**src/rtl/double_divider_pkg.sv**
```systemverilog
// Shared types and constants for the double-precision divider arbiter.
package double_divider_pkg;

    localparam int unsigned DBL_WIDTH = 64;

    typedef enum logic [1:0] {
        StIdle,
        StSend,
        StWaitZ,
        StRsp
    } arb_state_e;

    // IEEE-754 double bit patterns for common small values.
    localparam logic [DBL_WIDTH-1:0] DblQuarter = 64'h3FD0_0000_0000_0000;
    localparam logic [DBL_WIDTH-1:0] DblHalf    = 64'h3FE0_0000_0000_0000;
    localparam logic [DBL_WIDTH-1:0] DblOne     = 64'h3FF0_0000_0000_0000;
    localparam logic [DBL_WIDTH-1:0] DblTwo     = 64'h4000_0000_0000_0000;
    localparam logic [DBL_WIDTH-1:0] DblThree   = 64'h4008_0000_0000_0000;
    localparam logic [DBL_WIDTH-1:0] DblFour    = 64'h4010_0000_0000_0000;
    localparam logic [DBL_WIDTH-1:0] DblSix     = 64'h4018_0000_0000_0000;

endpackage

```
**src/rtl/rr_picker.sv**
```systemverilog
// Combinational round-robin picker: first set request at or after the pointer, wrapping.
module rr_picker #(
    parameter int unsigned N_REQ = 4
) (
    input  logic [N_REQ-1:0]         req_i,
    input  logic [$clog2(N_REQ)-1:0] ptr_i,
    output logic [N_REQ-1:0]         gnt_o,
    output logic [$clog2(N_REQ)-1:0] idx_o,
    output logic                     any_o
);

    localparam int unsigned IdxW = $clog2(N_REQ);

    assign any_o = |req_i;

    always_comb begin
        int unsigned j;
        gnt_o = '0;
        idx_o = '0;
        j     = 0;
        for (int unsigned k = 0; k < N_REQ; k++) begin
            j = (32'(ptr_i) + k) % N_REQ;
            if ((gnt_o == '0) && req_i[j]) begin
                gnt_o[j] = 1'b1;
                idx_o    = IdxW'(j);
            end
        end
    end

endmodule

```
**src/rtl/double_divider_arbiter.sv**
```systemverilog
// Round-robin arbiter sharing one double_divider_newton between N_REQ requesters;
// owns all divider handshakes and returns each quotient to its requester only.
module double_divider_arbiter
    import double_divider_pkg::*;
#(
    parameter int unsigned N_REQ = 4,
    parameter int unsigned WIDTH = DBL_WIDTH
) (
    input  logic                     clk,
    input  logic                     rst,
    input  logic [N_REQ-1:0]         req_valid,
    input  logic [N_REQ*WIDTH-1:0]   req_a,
    input  logic [N_REQ*WIDTH-1:0]   req_b,
    output logic [N_REQ-1:0]         req_ready,
    output logic [N_REQ-1:0]         rsp_valid,
    output logic [WIDTH-1:0]         rsp_z,
    input  logic [N_REQ-1:0]         rsp_ack,
    output logic [WIDTH-1:0]         div_a,
    output logic [WIDTH-1:0]         div_b,
    output logic                     div_a_stb,
    output logic                     div_b_stb,
    input  logic                     div_a_ack,
    input  logic                     div_b_ack,
    input  logic [WIDTH-1:0]         div_z,
    input  logic                     div_z_stb,
    output logic                     div_z_ack,
    output logic                     busy,
    output logic [$clog2(N_REQ)-1:0] grant_id
);

    localparam int unsigned IdxW = $clog2(N_REQ);

    arb_state_e       state_q, state_d;
    logic [IdxW-1:0]  ptr_q, ptr_d;
    logic [IdxW-1:0]  grant_q, grant_d;
    logic [WIDTH-1:0] a_q, a_d;
    logic [WIDTH-1:0] b_q, b_d;
    logic [WIDTH-1:0] z_q, z_d;
    logic             a_stb_q, a_stb_d;
    logic             b_stb_q, b_stb_d;
    logic             z_ack_q, z_ack_d;
    logic [N_REQ-1:0] ready_q, ready_d;

    logic [N_REQ-1:0] pick_gnt;
    logic [IdxW-1:0]  pick_idx;
    logic             pick_any;

    rr_picker #(
        .N_REQ (N_REQ)
    ) u_picker (
        .req_i (req_valid),
        .ptr_i (ptr_q),
        .gnt_o (pick_gnt),
        .idx_o (pick_idx),
        .any_o (pick_any)
    );

    always_comb begin
        state_d = state_q;
        ptr_d   = ptr_q;
        grant_d = grant_q;
        a_d     = a_q;
        b_d     = b_q;
        z_d     = z_q;
        a_stb_d = a_stb_q;
        b_stb_d = b_stb_q;
        z_ack_d = 1'b0;
        ready_d = '0;
        unique case (state_q)
            StIdle: begin
                if (pick_any) begin
                    grant_d = pick_idx;
                    a_d     = req_a[pick_idx*WIDTH +: WIDTH];
                    b_d     = req_b[pick_idx*WIDTH +: WIDTH];
                    ready_d = pick_gnt;
                    a_stb_d = 1'b1;
                    b_stb_d = 1'b1;
                    state_d = StSend;
                end
            end
            StSend: begin
                // A strobe already low means its operand is done; acks then are no-ops.
                if (div_a_ack) a_stb_d = 1'b0;
                if (div_b_ack) b_stb_d = 1'b0;
                if (!a_stb_d && !b_stb_d) state_d = StWaitZ;
            end
            StWaitZ: begin
                if (div_z_stb) begin
                    z_d     = div_z;
                    z_ack_d = 1'b1;
                    state_d = StRsp;
                end
            end
            StRsp: begin
                if (rsp_ack[grant_q]) begin
                    ptr_d   = (grant_q == IdxW'(N_REQ - 1)) ? '0 : grant_q + 1'b1;
                    state_d = StIdle;
                end
            end
            default: state_d = StIdle;
        endcase
    end

    always_ff @(posedge clk or negedge rst) begin
        if (!rst) begin
            state_q <= StIdle;
            ptr_q   <= '0;
            grant_q <= '0;
            a_q     <= '0;
            b_q     <= '0;
            z_q     <= '0;
            a_stb_q <= 1'b0;
            b_stb_q <= 1'b0;
            z_ack_q <= 1'b0;
            ready_q <= '0;
        end else begin
            state_q <= state_d;
            ptr_q   <= ptr_d;
            grant_q <= grant_d;
            a_q     <= a_d;
            b_q     <= b_d;
            z_q     <= z_d;
            a_stb_q <= a_stb_d;
            b_stb_q <= b_stb_d;
            z_ack_q <= z_ack_d;
            ready_q <= ready_d;
        end
    end

    always_comb begin
        rsp_valid = '0;
        if (state_q == StRsp) rsp_valid[grant_q] = 1'b1;
    end

    assign req_ready = ready_q;
    assign rsp_z     = z_q;
    assign div_a     = a_q;
    assign div_b     = b_q;
    assign div_a_stb = a_stb_q;
    assign div_b_stb = b_stb_q;
    assign div_z_ack = z_ack_q;
    assign busy      = (state_q != StIdle);
    assign grant_id  = grant_q;

endmodule

```
**config.mk**
```make
export PLATFORM = sky130hd
export DESIGN_NAME = double_divider_arbiter
export DESIGN_NICKNAME = d
export VERILOG_FILES = /design/src/rtl/double_divider_pkg.sv /design/src/rtl/rr_picker.sv /design/src/rtl/double_divider_arbiter.sv
export SDC_FILE = /design/constraint.sdc
export NUM_CORES = 1
export LEC_CHECK = 0
export BUFFER_PORTS_ARGS = -buffer_cell sky130_fd_sc_hd__buf_2
export CAP_MARGIN = 20
export CORE_AREA = 2 2 306 308
export DETAILED_ROUTE_END_ITERATION = 12
export DIE_AREA = 0 0 308 310
export SYNTH_ARGS = -nofsm -noshare
export SYNTH_HDL_FRONTEND = slang
export SYNTH_SLANG_ARGS = --single-unit
```
**constraint.sdc**
```tcl
create_clock -name clk -period 8.5 [get_ports clk]
set_input_delay 0.425 -clock clk [delete_from_list [all_inputs] [get_ports clk]]
set_output_delay 0.425 -clock clk [all_outputs]
set_load 0.1 [all_outputs]
```
==> summary.txt <==
OUTCOME
------------------------------------------------------------------------------------
Run status                                                              finished clean

TIMING
------------------------------------------------------------------------------------
Final count of negative-setup-slack endpoints                                      0
Clk_skew                                                                   0.0187 ns
Smallest setup slack after layout                                            3.34 ns
Worst-Margin Slew                                                            1.14 ns
Tmin final                                                                   5.16 ns
Max Fclk                                                                     194 MHz
Remaining max-slew budget at the tightest pin                                  24.3%
Final Max Slew Viols                                                               0
Final total negative setup slack                                                0 ns
Unrepaired setup endpoints after global routing                                   no
Post-route fraction of the period consumed by the critical path                60.7%
Total count of hold-check failures in the final report                             0

YOSYS
------------------------------------------------------------------------------------
Syn Std Cell Area                                                         11,500 um2
EDFF count, synth                                                                  0
Fraction of synthesis flops using an asynchronous set or reset pin              100%
Part of the Yosys area used for sequential elements                            44.8%
Top cell type's share of synthesized area                                      44.8%
Number of distinct library cells after synthesis                                  39
Leading cell type by number of instances after synthesis                sky130_fd_sc_hd__mux2i_1
Synth Net Count                                                                1,591
Dominant register cell in the synthesized netlist                       sky130_fd_sc_hd__dfrtp_1
Post-synthesis register bit count                                                205
Syn Inst Count                                                                   986
Average size of a mapped cell                                               11.6 um2
Top cells by count, synth                                               sky130_fd_sc_hd__mux2i_1 (261), sky130_fd_sc_hd__dfrtp_1 (205), sky130_fd_sc_hd__nand2_1 (141)
Synthesis warning total                                                            0
Synth area leader                                                       sky130_fd_sc_hd__dfrtp_1
Dominant cells by area after synthesis                                  sky130_fd_sc_hd__dfrtp_1 (45%), sky130_fd_sc_hd__mux2i_1 (23%), sky130_fd_sc_hd__o221ai_1 (9.9%), sky130_fd_sc_hd__mux2_2 (6.5%), sky130_fd_sc_hd__nand2_1 (4.6%)

GLOBAL ROUTE
------------------------------------------------------------------------------------
Remaining global-route overflow                                                    0
Initial antenna violation count                                                   57
Largest net degree at the start of global routing                                130
All-Layer GR Usage                                                             12.3%
Global-route wire length before repair                                       84.3 mm
Vias in the first global route                                                11,300

PLACE
------------------------------------------------------------------------------------
Post-detail-place hpwl                                                       52.2 mm
Count of buffers from port buffering                                             794
Dpl ws                                                                       3.53 ns
Placed inst area                                                          16,600 um2
Routability Congestion                                                         0.866

FINAL LAYOUT
------------------------------------------------------------------------------------
Area of combinational cells with multiple inputs                            5760 um2
Non-Filler Cell Area, Final                                               17,500 um2
Final design utilization                                                       18.9%
Share of post-route cells with drive strength above 1                          52.7%
Fillcell total                                                                10,300
Final nets                                                                     2,344
Area added between synthesis and finish                                        53.0%
Register cell area after layout                                             5130 um2

FLOORPLANNING
------------------------------------------------------------------------------------
Row cnt                                                                          112
Die Wd                                                                        308 um
# IOs                                                                            795
Die Outline Area                                                          95,500 um2
Core region area                                                          92,500 um2
Die H                                                                         310 um
Initial standard-cell utilization of the core                                  12.4%

CLOCKING
------------------------------------------------------------------------------------
Max clock buf depth                                                                3
Clock tree from TritonCTS                                                        yes
Deepest level of the CTS H-tree                                                    1
Num Clock Sinks                                                                  205
# Post-CTS Setup Buffers                                                           0
CTS root buf                                                            sky130_fd_sc_hd__clkbuf_16
Clock transition at the registers of the reported paths                      0.06 ns
Total clock buffers created by CTS                                                26
Clock Latency Late Sink                                                      0.57 ns
Cells resized by post-CTS repair                                                   0

ROUTING
------------------------------------------------------------------------------------
Final antenna-violating net count                                                  0
Count of vias placed by the detailed router                                   11,700
Routed length per instance                                                   21.3 um
Number of DRC violations after detailed routing                                    0
First drt pass iteration count                                                     6
Total wire length                                                            63.4 mm
Initial DRC count                                                                732
Routed via count divided by cell count                                          3.94

FLOW RUN
------------------------------------------------------------------------------------
Max-cap check violation count                                                      0

CRITICAL PATH
------------------------------------------------------------------------------------
Critical path cell sequence                                             inv_1 > ha_1 > mux4_2 > a21boi_2 > a221oi_2 > a21oi_1 > a311oi_1 > a221o_4 > buf_12 > mux2i_1 > o221ai_1
Arrival @ worst endpoint                                                     5.56 ns
R2r startpoint                                                              ptr_q[0]
Critical Path Start                                                         ptr_q[0]
Setup CP Type                                                           flop to flop
Critical path's slowest cell                                            sky130_fd_sc_hd__dfrtp_1
Data required time at the worst endpoint                                     8.90 ns
Peak fanout along the critical path                                              129
Setup crit end kind                                                             flop
Kind of launch point of the worst setup path                                    flop
Count of buffering cells on the critical path with inverters included              2
CP peak stage delay                                                          0.72 ns
Family with the most delay on the worst path                            compound AO/OA/AOI/OAI gates

MIN PATH
------------------------------------------------------------------------------------
Launch instance of the worst min-delay path                                div_z[31]
Class of the tightest hold or removal check                             input pin to flop

per-layer routing:
metal  wire (um)  global-route usage [%]  vias up  part of all wire, %
li1            -                       -     5257                    -
met1       26000                    15.1     5597                   41
met2       29700                    20.3      704                   47
met3        5330                    3.66      138                  8.4
met4        2260                    4.23       12                  3.6
met5          80                   0.910        -                 0.13
metrics by stage:
| step | hold WS, ns | cells |
|---|---|---|
| 2_1_floorplan | 0.129 | 986 |
| 3_3_place_gp | 0.375 | 2907 |
| 3_5_place_dp | 0.375 | 2907 |
| 4_1_cts | 0.0192 | 2956 |
| 5_1_grt | 0.0323 | 2968 |
| 6_report | 0.0751 | 2972 |
cells by family after synthesis:
group	Yosys count	synth area share, %
mux	331	30.0
compound gates	168	12.2
simple gates	169	5.94
fa+ha+maj	16	1.75
flops	205	44.8
buf+inv	97	5.31
worst reg2reg max path, cell delays in order (launching register included):
cell and delay, ns:
sky130_fd_sc_hd__dfrtp_1 0.72, sky130_fd_sc_hd__inv_1 0.20, sky130_fd_sc_hd__ha_1 0.40, sky130_fd_sc_hd__mux4_2 0.52, sky130_fd_sc_hd__a21boi_2 0.22, sky130_fd_sc_hd__a221oi_2 0.33, sky130_fd_sc_hd__a21oi_1 0.17, sky130_fd_sc_hd__a311oi_1 0.29
sky130_fd_sc_hd__a221o_4 0.67, sky130_fd_sc_hd__buf_12 0.64, sky130_fd_sc_hd__mux2i_1 0.68, sky130_fd_sc_hd__o221ai_1 0.15
final cells by class:
cell class / instances / share of cell area, %
clock buffers: 41 / 4.60
flip-flops and latches: 205 / 29.3
repair buffers: 806 / 23.5
well taps: 1197 / 8.55
inverters: 16 / 0.343
diodes: 16 / 0.228
multi-input cells: 684 / 32.9
clock inverters: 7 / 0.571
state kept, by name (all words and copies together) (netlist names), 2 cells and up:
signal / cells
state_q: 2
div_a: 64
rsp_z: 64
div_b: 64
req_ready: 4
grant_id: 2
ptr_q: 2
worst paths after layout:
path | to | slack, ns | depth (start not counted)
setup reg to reg | div_a[30] | 3.34 | 11
max in group asynchronous | rsp_z[15] | 6.26 | 4
min in group asynchronous | div_a[62] | 0.38 | 2
hold reg to reg | div_a[10] | 0.48 | 2
hold / removal | rsp_z[31] | 0.08 | 2
setup / recovery | div_a[30] | 3.34 | 11
timing repair:
action	4_1_cts	5_1_grt
hold buffers	1	0
setup endpoints to repair	0	0
endpoints found under the hold margin	46	0
cells in the final DEF, fill, tap and decap left out, types with 3 or more instances in the layout:
master / instances
sky130_fd_sc_hd__buf_12: 4
sky130_fd_sc_hd__o21ai_0: 5
sky130_fd_sc_hd__and2_1: 6
sky130_fd_sc_hd__a21oi_1: 13
sky130_fd_sc_hd__a222oi_1: 3
sky130_fd_sc_hd__mux2i_1: 261
sky130_fd_sc_hd__mux4_2: 3
sky130_fd_sc_hd__or3_1: 3
sky130_fd_sc_hd__ha_1: 16
sky130_fd_sc_hd__mux2_2: 66
sky130_fd_sc_hd__clkbuf_16: 26
sky130_fd_sc_hd__o221ai_1: 129
sky130_fd_sc_hd__buf_2: 793
sky130_fd_sc_hd__clkbuf_8: 10
sky130_fd_sc_hd__clkbuf_1: 5
sky130_fd_sc_hd__inv_1: 16
sky130_fd_sc_hd__nand2_1: 140
sky130_fd_sc_hd__buf_4: 7
sky130_fd_sc_hd__nor2_1: 11
sky130_fd_sc_hd__clkinv_2: 3
sky130_fd_sc_hd__diode_2: 16
sky130_fd_sc_hd__dfrtp_1: 205
Power is left out: the tool's default activity adds up to more than one toggle a clock period on the data nets, which glitch-free logic cannot reach.
